## src/rtl/parking_timer_ctrl_pkg.sv

```systemverilog
// Shared definitions for the parking duration controller.
// Holds the mm:ss field width and limits, and the controller state encoding.
package sps_pkg;
  localparam int TIME_W = 6;
  localparam logic [TIME_W-1:0] MAX_SEC = 6'd59;
  localparam logic [TIME_W-1:0] MAX_MIN = 6'd59;

  typedef enum logic {
    IDLE = 1'b0,
    SHOW = 1'b1
  } state_e;
endpackage

```

## src/rtl/parking_timer_ctrl_if.sv

```systemverilog
// Bundle between the parking FSM / display and the duration controller.
// master: drives tick_1hz, spots, exit_signal, exit_slot; reads the display outputs.
// slave : the controller; reads the inputs, drives mode, minutes, seconds, busy.
interface parking_timer_ctrl_if;
  import sps_pkg::*;

  logic              tick_1hz;
  logic [3:0]        spots;
  logic              exit_signal;
  logic [1:0]        exit_slot;
  logic              mode;
  logic [TIME_W-1:0] minutes;
  logic [TIME_W-1:0] seconds;
  logic              busy;

  modport master (
    output tick_1hz, spots, exit_signal, exit_slot,
    input  mode, minutes, seconds, busy
  );

  modport slave (
    input  tick_1hz, spots, exit_signal, exit_slot,
    output mode, minutes, seconds, busy
  );
endinterface

```

## src/rtl/parking_timer_ctrl_spot_timer.sv

```systemverilog
// Per-spot occupancy timer: rise detection on occupied, saturating mm:ss count.
// Ports: clk, reset (async active-low), tick_1hz, occupied, clr_valid in;
//        min, sec (mm:ss), valid (a car arrived and has not been reported) out.
module spot_timer
  import sps_pkg::*;
(
  input  logic              clk,
  input  logic              reset,
  input  logic              tick_1hz,
  input  logic              occupied,
  input  logic              clr_valid,
  output logic [TIME_W-1:0] min,
  output logic [TIME_W-1:0] sec,
  output logic              valid
);
  logic              occ_q;
  logic              valid_q, valid_d;
  logic [TIME_W-1:0] sec_q, sec_d;
  logic [TIME_W-1:0] min_q, min_d;
  logic              rise;
  logic              at_max;

  assign rise   = occupied & ~occ_q;
  assign at_max = (sec_q == MAX_SEC) && (min_q == MAX_MIN);

  always_comb begin
    sec_d   = sec_q;
    min_d   = min_q;
    valid_d = valid_q;
    // A new arrival clears the timer even if a tick lands in the same cycle.
    if (rise) begin
      sec_d   = '0;
      min_d   = '0;
      valid_d = 1'b1;
    end else begin
      if (tick_1hz && occupied && !at_max) begin
        if (sec_q == MAX_SEC) begin
          sec_d = '0;
          min_d = min_q + 6'd1;
        end else begin
          sec_d = sec_q + 6'd1;
        end
      end
      if (clr_valid) valid_d = 1'b0;
    end
  end

  always_ff @(posedge clk or negedge reset) begin
    if (!reset) begin
      occ_q   <= 1'b0;
      sec_q   <= '0;
      min_q   <= '0;
      valid_q <= 1'b0;
    end else begin
      occ_q   <= occupied;
      sec_q   <= sec_d;
      min_q   <= min_d;
      valid_q <= valid_d;
    end
  end

  assign min   = min_q;
  assign sec   = sec_q;
  assign valid = valid_q;
endmodule

```

## src/rtl/parking_timer_ctrl.sv

```systemverilog
// Parking duration controller: four spot timers, exit edge detection, and a
// two-state display FSM that shows the exiting car's mm:ss for HOLD_SEC ticks.
// Ports: clk, reset (async active-low), bus (slave modport: tick_1hz, spots,
//        exit_signal, exit_slot in; mode, minutes, seconds, busy out).
//
// state | meaning
// IDLE  | display shows capacity (mode=0, busy=0)
// SHOW  | display shows latched exit time, hold_cnt counts ticks down
module parking_timer_ctrl
  import sps_pkg::*;
#(
  parameter int HOLD_SEC  = 5,
  parameter int NUM_SPOTS = 4
) (
  input  logic               clk,
  input  logic               reset,
  parking_timer_ctrl_if.slave bus
);
  localparam logic [TIME_W-1:0] HOLD_LOAD = TIME_W'(HOLD_SEC);

  logic [TIME_W-1:0] spot_min [NUM_SPOTS];
  logic [TIME_W-1:0] spot_sec [NUM_SPOTS];
  logic [NUM_SPOTS-1:0] spot_valid;
  logic [NUM_SPOTS-1:0] clr_valid;

  for (genvar i = 0; i < NUM_SPOTS; i++) begin : g_spot
    spot_timer u_spot_timer (
      .clk       (clk),
      .reset     (reset),
      .tick_1hz  (bus.tick_1hz),
      .occupied  (bus.spots[i]),
      .clr_valid (clr_valid[i]),
      .min       (spot_min[i]),
      .sec       (spot_sec[i]),
      .valid     (spot_valid[i])
    );
  end

  state_e            state_q, state_d;
  logic [TIME_W-1:0] hold_q, hold_d;
  logic [TIME_W-1:0] minutes_q, minutes_d;
  logic [TIME_W-1:0] seconds_q, seconds_d;
  logic              mode_q, busy_q;
  logic              exit_q;
  logic              exit_evt;

  // Only a rising edge on a spot with an unreported arrival counts as an exit.
  assign exit_evt = bus.exit_signal & ~exit_q & spot_valid[bus.exit_slot];

  always_comb begin
    state_d   = state_q;
    hold_d    = hold_q;
    minutes_d = minutes_q;
    seconds_d = seconds_q;
    clr_valid = '0;
    // Exit takes priority over the tick decrement; the spot registers still
    // hold the pre-increment value this cycle.
    if (exit_evt) begin
      minutes_d              = spot_min[bus.exit_slot];
      seconds_d              = spot_sec[bus.exit_slot];
      clr_valid[bus.exit_slot] = 1'b1;
      hold_d                 = HOLD_LOAD;
      state_d                = SHOW;
    end else if (state_q == SHOW && bus.tick_1hz) begin
      hold_d = hold_q - 6'd1;
      if (hold_q == 6'd1) state_d = IDLE;
    end
  end

  always_ff @(posedge clk or negedge reset) begin
    if (!reset) begin
      state_q   <= IDLE;
      hold_q    <= '0;
      minutes_q <= '0;
      seconds_q <= '0;
      mode_q    <= 1'b0;
      busy_q    <= 1'b0;
      exit_q    <= 1'b0;
    end else begin
      state_q   <= state_d;
      hold_q    <= hold_d;
      minutes_q <= minutes_d;
      seconds_q <= seconds_d;
      mode_q    <= (state_d == SHOW);
      busy_q    <= (state_d == SHOW);
      exit_q    <= bus.exit_signal;
    end
  end

  assign bus.mode    = mode_q;
  assign bus.busy    = busy_q;
  assign bus.minutes = minutes_q;
  assign bus.seconds = seconds_q;
endmodule

```

## src/flat_wrapper.sv

```systemverilog
// flat-port wrapper written by rule: the top's interface ports become plain ports
module parking_timer_ctrl_flat import sps_pkg::*;
#(
  parameter int HOLD_SEC  = 5,
  parameter int NUM_SPOTS = 4
)
  (clk, reset, bus_tick_1hz, bus_spots, bus_exit_signal, bus_exit_slot, bus_mode, bus_minutes, bus_seconds, bus_busy);
  parking_timer_ctrl_if bus_i ();
  input  logic clk;
  input  logic reset;
  input wire logic [$bits(bus_i.tick_1hz)-1:0] bus_tick_1hz;
  input wire logic [$bits(bus_i.spots)-1:0] bus_spots;
  input wire logic [$bits(bus_i.exit_signal)-1:0] bus_exit_signal;
  input wire logic [$bits(bus_i.exit_slot)-1:0] bus_exit_slot;
  output wire logic [$bits(bus_i.mode)-1:0] bus_mode;
  output wire logic [$bits(bus_i.minutes)-1:0] bus_minutes;
  output wire logic [$bits(bus_i.seconds)-1:0] bus_seconds;
  output wire logic [$bits(bus_i.busy)-1:0] bus_busy;
  assign bus_i.tick_1hz = bus_tick_1hz;
  assign bus_i.spots = bus_spots;
  assign bus_i.exit_signal = bus_exit_signal;
  assign bus_i.exit_slot = bus_exit_slot;
  assign bus_mode = bus_i.mode;
  assign bus_minutes = bus_i.minutes;
  assign bus_seconds = bus_i.seconds;
  assign bus_busy = bus_i.busy;
  parking_timer_ctrl #(.HOLD_SEC(HOLD_SEC), .NUM_SPOTS(NUM_SPOTS)) u_core (.clk(clk), .reset(reset), .bus(bus_i));
endmodule
```

## config.mk

```make
export PLATFORM = sky130hd
export DESIGN_NAME = parking_timer_ctrl_flat
export DESIGN_NICKNAME = d
export VERILOG_FILES = /design/src/rtl/parking_timer_ctrl_pkg.sv /design/src/rtl/parking_timer_ctrl_if.sv /design/src/rtl/parking_timer_ctrl_spot_timer.sv /design/src/rtl/parking_timer_ctrl.sv /design/src/flat_wrapper.sv
export SDC_FILE = /design/constraint.sdc
export NUM_CORES = 1
export LEC_CHECK = 0
export CAP_MARGIN = 20
export CORE_ASPECT_RATIO = 0.9
export CORE_MARGIN = 4
export CORE_UTILIZATION = 45
export DETAILED_ROUTE_END_ITERATION = 10
export GPL_TIMING_DRIVEN = 0
export HOLD_SLACK_MARGIN = 0.02
export MAX_ROUTING_LAYER = met4
export SETUP_SLACK_MARGIN = 0.15
export SLEW_MARGIN = 25
export SYNTH_ARGS = -nofsm -noshare
export SYNTH_HDL_FRONTEND = slang
export SYNTH_SLANG_ARGS = --single-unit
```

## constraint.sdc

```tcl
create_clock -name clk -period 2.9 [get_ports clk]
set_input_delay 0.58 -clock clk [delete_from_list [all_inputs] [get_ports clk]]
set_output_delay 0.58 -clock clk [all_outputs]
set_load 0.01 [all_outputs]
```

# After elaboration in Yosys (flattened, before gate mapping)

Index checks and enable logic that the tools add are counted.

Bits of input ports: 10
Output and inout bits: 14
Word-level logic and storage cells: 139
Bits in registers: 76

Add/sub/neg operators: 9
Bitwise gates (word level): 12
Reduce and logical (&&, ||, !) cells: 37
Equality and inequality tests: 9
$lt $le $gt $ge: 3
Muxes and demuxes: 48

Operators by type and width:

| cell                  | number |
|---|---|
| $mux W6               | 30 |
| $add A6 B1 Y6 const B | 8 |
| $eq A6 B6 Y1 const B  | 8 |
| $reduce_bool A2 Y1    | 14 |
| $bmux W6 S2           | 2 |
| $logic_and A1 B1 Y1   | 14 |
| $mux W1               | 13 |
| $reduce_and A2 Y1     | 5 |
| $and A1 B1 Y1         | 6 |
| $eq A6 B1 Y1 const B  | 1 |
| $sub A6 B1 Y6 const B | 1 |
| $not A1 Y1            | 5 |
| $logic_not A1 Y1      | 4 |
| $mux W4               | 1 |
| $ge A3 B3 Y1 const B  | 1 |
| $lt A2 B3 Y1 const B  | 1 |
| $not A2 Y3            | 1 |
| $bmux W1 S2           | 1 |
| $demux W1 S2          | 1 |
| $ge A2 B1 Y1 const B  | 1 |

# Logic depth before layout (Yosys ltp)

Word-level depth: 7
Mapped depth: 6
Gate-level depth less buffers: 6

# Modules after synthesis

A second synthesis with hierarchy kept.

Cells, all modules: 405
Area total of the unflattened synthesis: 4287.9 um^2

By module, submodules not included:

| module                                         | times used | area an instance (um^2) | sequential area each (um^2) | cells an instance |
|---|---|---|---|---|
| spot_timer (u_core.g_spot[1].u_spot_timer ...) | 3          | 768.2                   | 350.3                       | 80 |
| parking_timer_ctrl                             | 1          | 1219.9                  | 500.5                       | 84 |
| spot_timer (u_core.g_spot[0].u_spot_timer)     | 1          | 763.2                   | 350.3                       | 81 |

# Worst setup path before layout

Ideal clock, no wire load.

Path kind: input -> register
Start point: input bus_exit_slot[0]
End point: register u_core.seconds_q[2], in the netlist u_core.bus.seconds[2]
Setup time: 0.125 ns
Slack: 0.804 ns
Buffers on the path: 2
Data required time: 2.775 ns
Cell stages on the path: 4
Arrival: 1.971 ns
Path through: buf_4 buf_1 mux4_2 mux2_2

Word-level cells in the longest chain between the ends: 4
Elaborated cells between the ends (all ways): 7
Those cells by class: 5 x mux; 2 x bitwise

Ends and longest elaborated chain:

| item                                        | line                     | RTL |
|---|---|---|
| start: declaration                          | flat_wrapper.sv:14       | `input wire logic [$bits(bus_i.exit_slot)-1:0] bus_exit_slot;` |
| $not A2 Y3 (not written as such)            | parking_timer_ctrl.sv:60 | `seconds_d = spot_sec[bus.exit_slot];` |
| $bmux W6 S2                                 | parking_timer_ctrl.sv:60 |  |
| $mux W6 (not written as such) (2 in series) | parking_timer_ctrl.sv:60 |  |
| end signal: assignment                      | parking_timer_ctrl.sv:83 | `seconds_q <= seconds_d;` |
| end: declaration                            | parking_timer_ctrl.sv:42 | `logic [TIME_W-1:0] seconds_q, seconds_d;` |

Several ways; a longest one is shown, not always the timed one. The select of a mux whose other input is x is not followed.
A chain may end at the register's enable or synchronous reset.

# Worst setup path in the final report

Start point: input bus_spots[1]
End point: register u_core.g_spot[1].u_spot_timer.sec_q[4]

Word-level cells in the longest chain between the ends: 3
Elaborated cells between the ends (all ways): 5
Those cells by class: 1 x mux; 1 x bitwise; 3 x reduce/logical

Ends and longest elaborated chain:

| item                                | line                                | RTL |
|---|---|---|
| start: declaration                  | flat_wrapper.sv:12                  | `input wire logic [$bits(bus_i.spots)-1:0] bus_spots;` |
| $logic_and A1 B1 Y1 (2 in series)   | parking_timer_ctrl_spot_timer.sv:36 | `if (tick_1hz && occupied && !at_max) begin` |
| $reduce_bool A2 Y1 (no source line) | -                                   |  |
| end signal: assignment              | parking_timer_ctrl_spot_timer.sv:51 | `sec_q <= '0;` |
| end signal: assignment              | parking_timer_ctrl_spot_timer.sv:56 | `sec_q <= sec_d;` |
| end: declaration                    | parking_timer_ctrl_spot_timer.sv:18 | `logic [TIME_W-1:0] sec_q, sec_d;` |

Several ways; a longest one is shown, not always the timed one.

==> metrics.cfg <==
[place]
dpl_cell_area_um2=4560
hpwl_um=7210
io_buffers=21
place.gp.congestion=0.834
dp_slack_ps=409

[clock_tree]
holdBufCountCts=0
cts_made_buffers=9
clk_pin_slew_worst_paths_ps=80
cts_resized=0
cts_max_level=3
worstSkewPairLatency_ps=360
root_buffer=clkbuf_8
cts_tree=yes
cts.path.max_buffers=2
cts.sinks=76
post-cts-setup-buffers=0

[synth]
synth_top_area_frac=0.455
synth_edf_count=0
synth_seq_cells=76
syn_area_per_cell_um2=10.3
synth_ff_type=dfrtp_1
yosys-top-cells-area=dfrtp_1 (46%), mux4_2 (7.0%), mux2_2 (4.0%), xnor2_1 (3.6%), nand3_1 (3.2%)
synth.yosys.seq_area_share=0.455
ys_top_cells_by_count=dfrtp_1 (76), nand2_1 (33), nand3_1 (27), nor2_1 (26), a21oi_1 (22)
syn_inst=407
synth.distinct_cells=52
post-synth-top-area-cell=dfrtp_1
synth_most_common_cell=dfrtp_1
syn-num-nets=427
yosys_warnings=0
async_flop_share=1.00
netlist_area_um2=4180

[routing]
ant_nets=0
drc=0
drt_iter0_drc=149
vias_per_cell=5.76
vias=3262
routed_wirelength_um=9820
drt_first_pass_iters=4
drt-wirelength-per-cell_um=17.3

[finish]
utilization=0.525
fillers=838
n_antenna_cell=0
layout-drive-gt1-share=0.133
nets=460
final_area_um2=4770
syn_to_final_growth_pct=14.1

[global_route]
grt_max_degree=52
antenna_found_initial=0
grt_pass1_wl_um=16400
gr-total-overflow=0
grt_pass1_vias=3086
grt_use_total=0.205

[floorplanning]
rows=33
die_w_um=110
io_pins=24
core_um2=9080
die_area_um2=10900
initial_utilization=0.460
die_h_um=99.4

[critical_path]
path_cells=clkdlybuf4s50_1, nor2b_1, clkbuf_1, a21oi_1, a211o_1
cp.arrival_ps=2380
cpPeakStageDelay_ps=570
cp_data_required_time_ps=3150
path_class=input pin to register
crit_slowest_cell=clkdlybuf4s50_1
endpoint_kind=register
critical_path_peak_fanout=10
critPathLaunchType=input pin

[timing]
fin_skew_ps=8.24
maxSlewHeadroom=0.587
fin_ws_ps=768
min_period_over_period=0.735
rsz0062_at_grt=false
tightest_slew_ps=619
finalMaxSlewViolations=0
fmax_ghz=0.469
finalHoldViolCount=0
setup_violations=0
period_needed_ps=2130

[power_and_ir_drop]
p_per_area_nw_per_um2=510
peakVddDrop_mv=0.332
leakage_nw=1.96

[min_path]
hold_class=input pin to async pin

[outcome]
status=completed

[job]
cap_violations=0

-- metrics by stage --
stage | cells | TNS, ps | power (mW) | hold slack, ps
floorplan | 407 | 0 | 1.46 | 284
global route | 566 | 0 | 2.58 | 135
CTS | 566 | 0 | 2.47 | 117
global placement | 550 | -114070 | 1.60 | 461
finish | 566 | 0 | 2.43 | 125
detailed placement | 551 | 0 | 1.61 | 470
-- routing by layer --
layer,track usage,up-vias,wire length [um]
met2,0.294,53,4440
met4,0.0527,0,128
li1,-,1572,-
met1,0.288,1625,4750
met5,-,-,0
met3,0.0591,12,498
-- state kept, by name (all words and copies together) (netlist names) --
register	flops
u_core.bus.minutes	6
u_core.bus.seconds	6
u_core.g_spot.u_spot_timer.valid	4
u_core.g_spot.u_spot_timer.occ_q	4
u_core.exit_q	1
u_core.state_q	1
u_core.g_spot.u_spot_timer.sec	24
u_core.hold_q	6
u_core.g_spot.u_spot_timer.min	24
-- layout by cell type, fill, tap and decap left out, types with 6 or more instances in the layout --
cell type and n:
mux4_2 13, nand2_1 33, dfrtp_1 76, xnor2_1 17, nand4_1 7, nor3_1 18, ha_1 10, inv_1 10
o21ai_0 16, nand2b_1 8, mux2_2 15, clkbuf_8 12, nor2b_1 8, clkdlybuf4s50_1 20, a21oi_1 22, and3_1 7
a211o_1 6, nor2_1 26, clkbuf_1 8, nand3_1 27, a31oi_1 7, nor4_1 13
-- report_power, final --
group | total [mW] | internal (mW) | switching (mW)
clock | 0.844 | 0.465 | 0.379
combinational | 0.364 | 0.179 | 0.185
sequential | 1.22 | 1.14 | 0.0815
-- layout make-up --
class,count,area (um^2),share of cell area
inverter,10,37.5,0.00788
sequential,76,1900,0.399
clock inverter,1,30.0,0.00630
clock buffer,14,173,0.0362
timing repair buffer,22,235,0.0494
tap,122,153,0.0320
buffer,16,80.1,0.0168
multi-input combinational,305,2160,0.452
-- cell families (layout without fill, tap and decap cells) --
logic type / after synthesis / count (layout) / share of synthesized area
compound gates: 73 / 73 / 0.114
xor+xnor: 18 / 18 / 0.0378
fa+ha+maj: 10 / 10 / 0.0300
buf+inv: 26 / 63 / 0.0282
flops: 76 / 76 / 0.455
mux: 29 / 29 / 0.113
simple gates: 175 / 175 / 0.222
-- final timing paths --
path                                                                  start  cells past startpoint  slack (ps)                                          endpoint
max in group asynchronous                                             reset                      2        2200     u_core.g_spot[3].u_spot_timer.occ_q$_DFF_PN0_
min in group clk            u_core.g_spot[1].u_spot_timer.valid$_DFFE_PN0P_                      1         490   u_core.g_spot[1].u_spot_timer.valid$_DFFE_PN0P_
setup / recovery                                               bus_spots[1]                      5         770  u_core.g_spot[1].u_spot_timer.sec[4]$_DFFE_PN0P_
hold reg to reg             u_core.g_spot[1].u_spot_timer.valid$_DFFE_PN0P_                      1         490   u_core.g_spot[1].u_spot_timer.valid$_DFFE_PN0P_
setup reg to reg           u_core.g_spot[1].u_spot_timer.min[0]$_DFFE_PN0P_                      5        1030  u_core.g_spot[1].u_spot_timer.min[2]$_DFFE_PN0P_
hold / removal                                                        reset                      1         130  u_core.g_spot[1].u_spot_timer.min[5]$_DFFE_PN0P_
-- critical path, delay by kind of cell --
kind            cells  cell delay, ps
compound gates      2             510
buf+inv             2             980
simple gates        1             300
No activity file was read; power rests on OpenSTA's default activity.
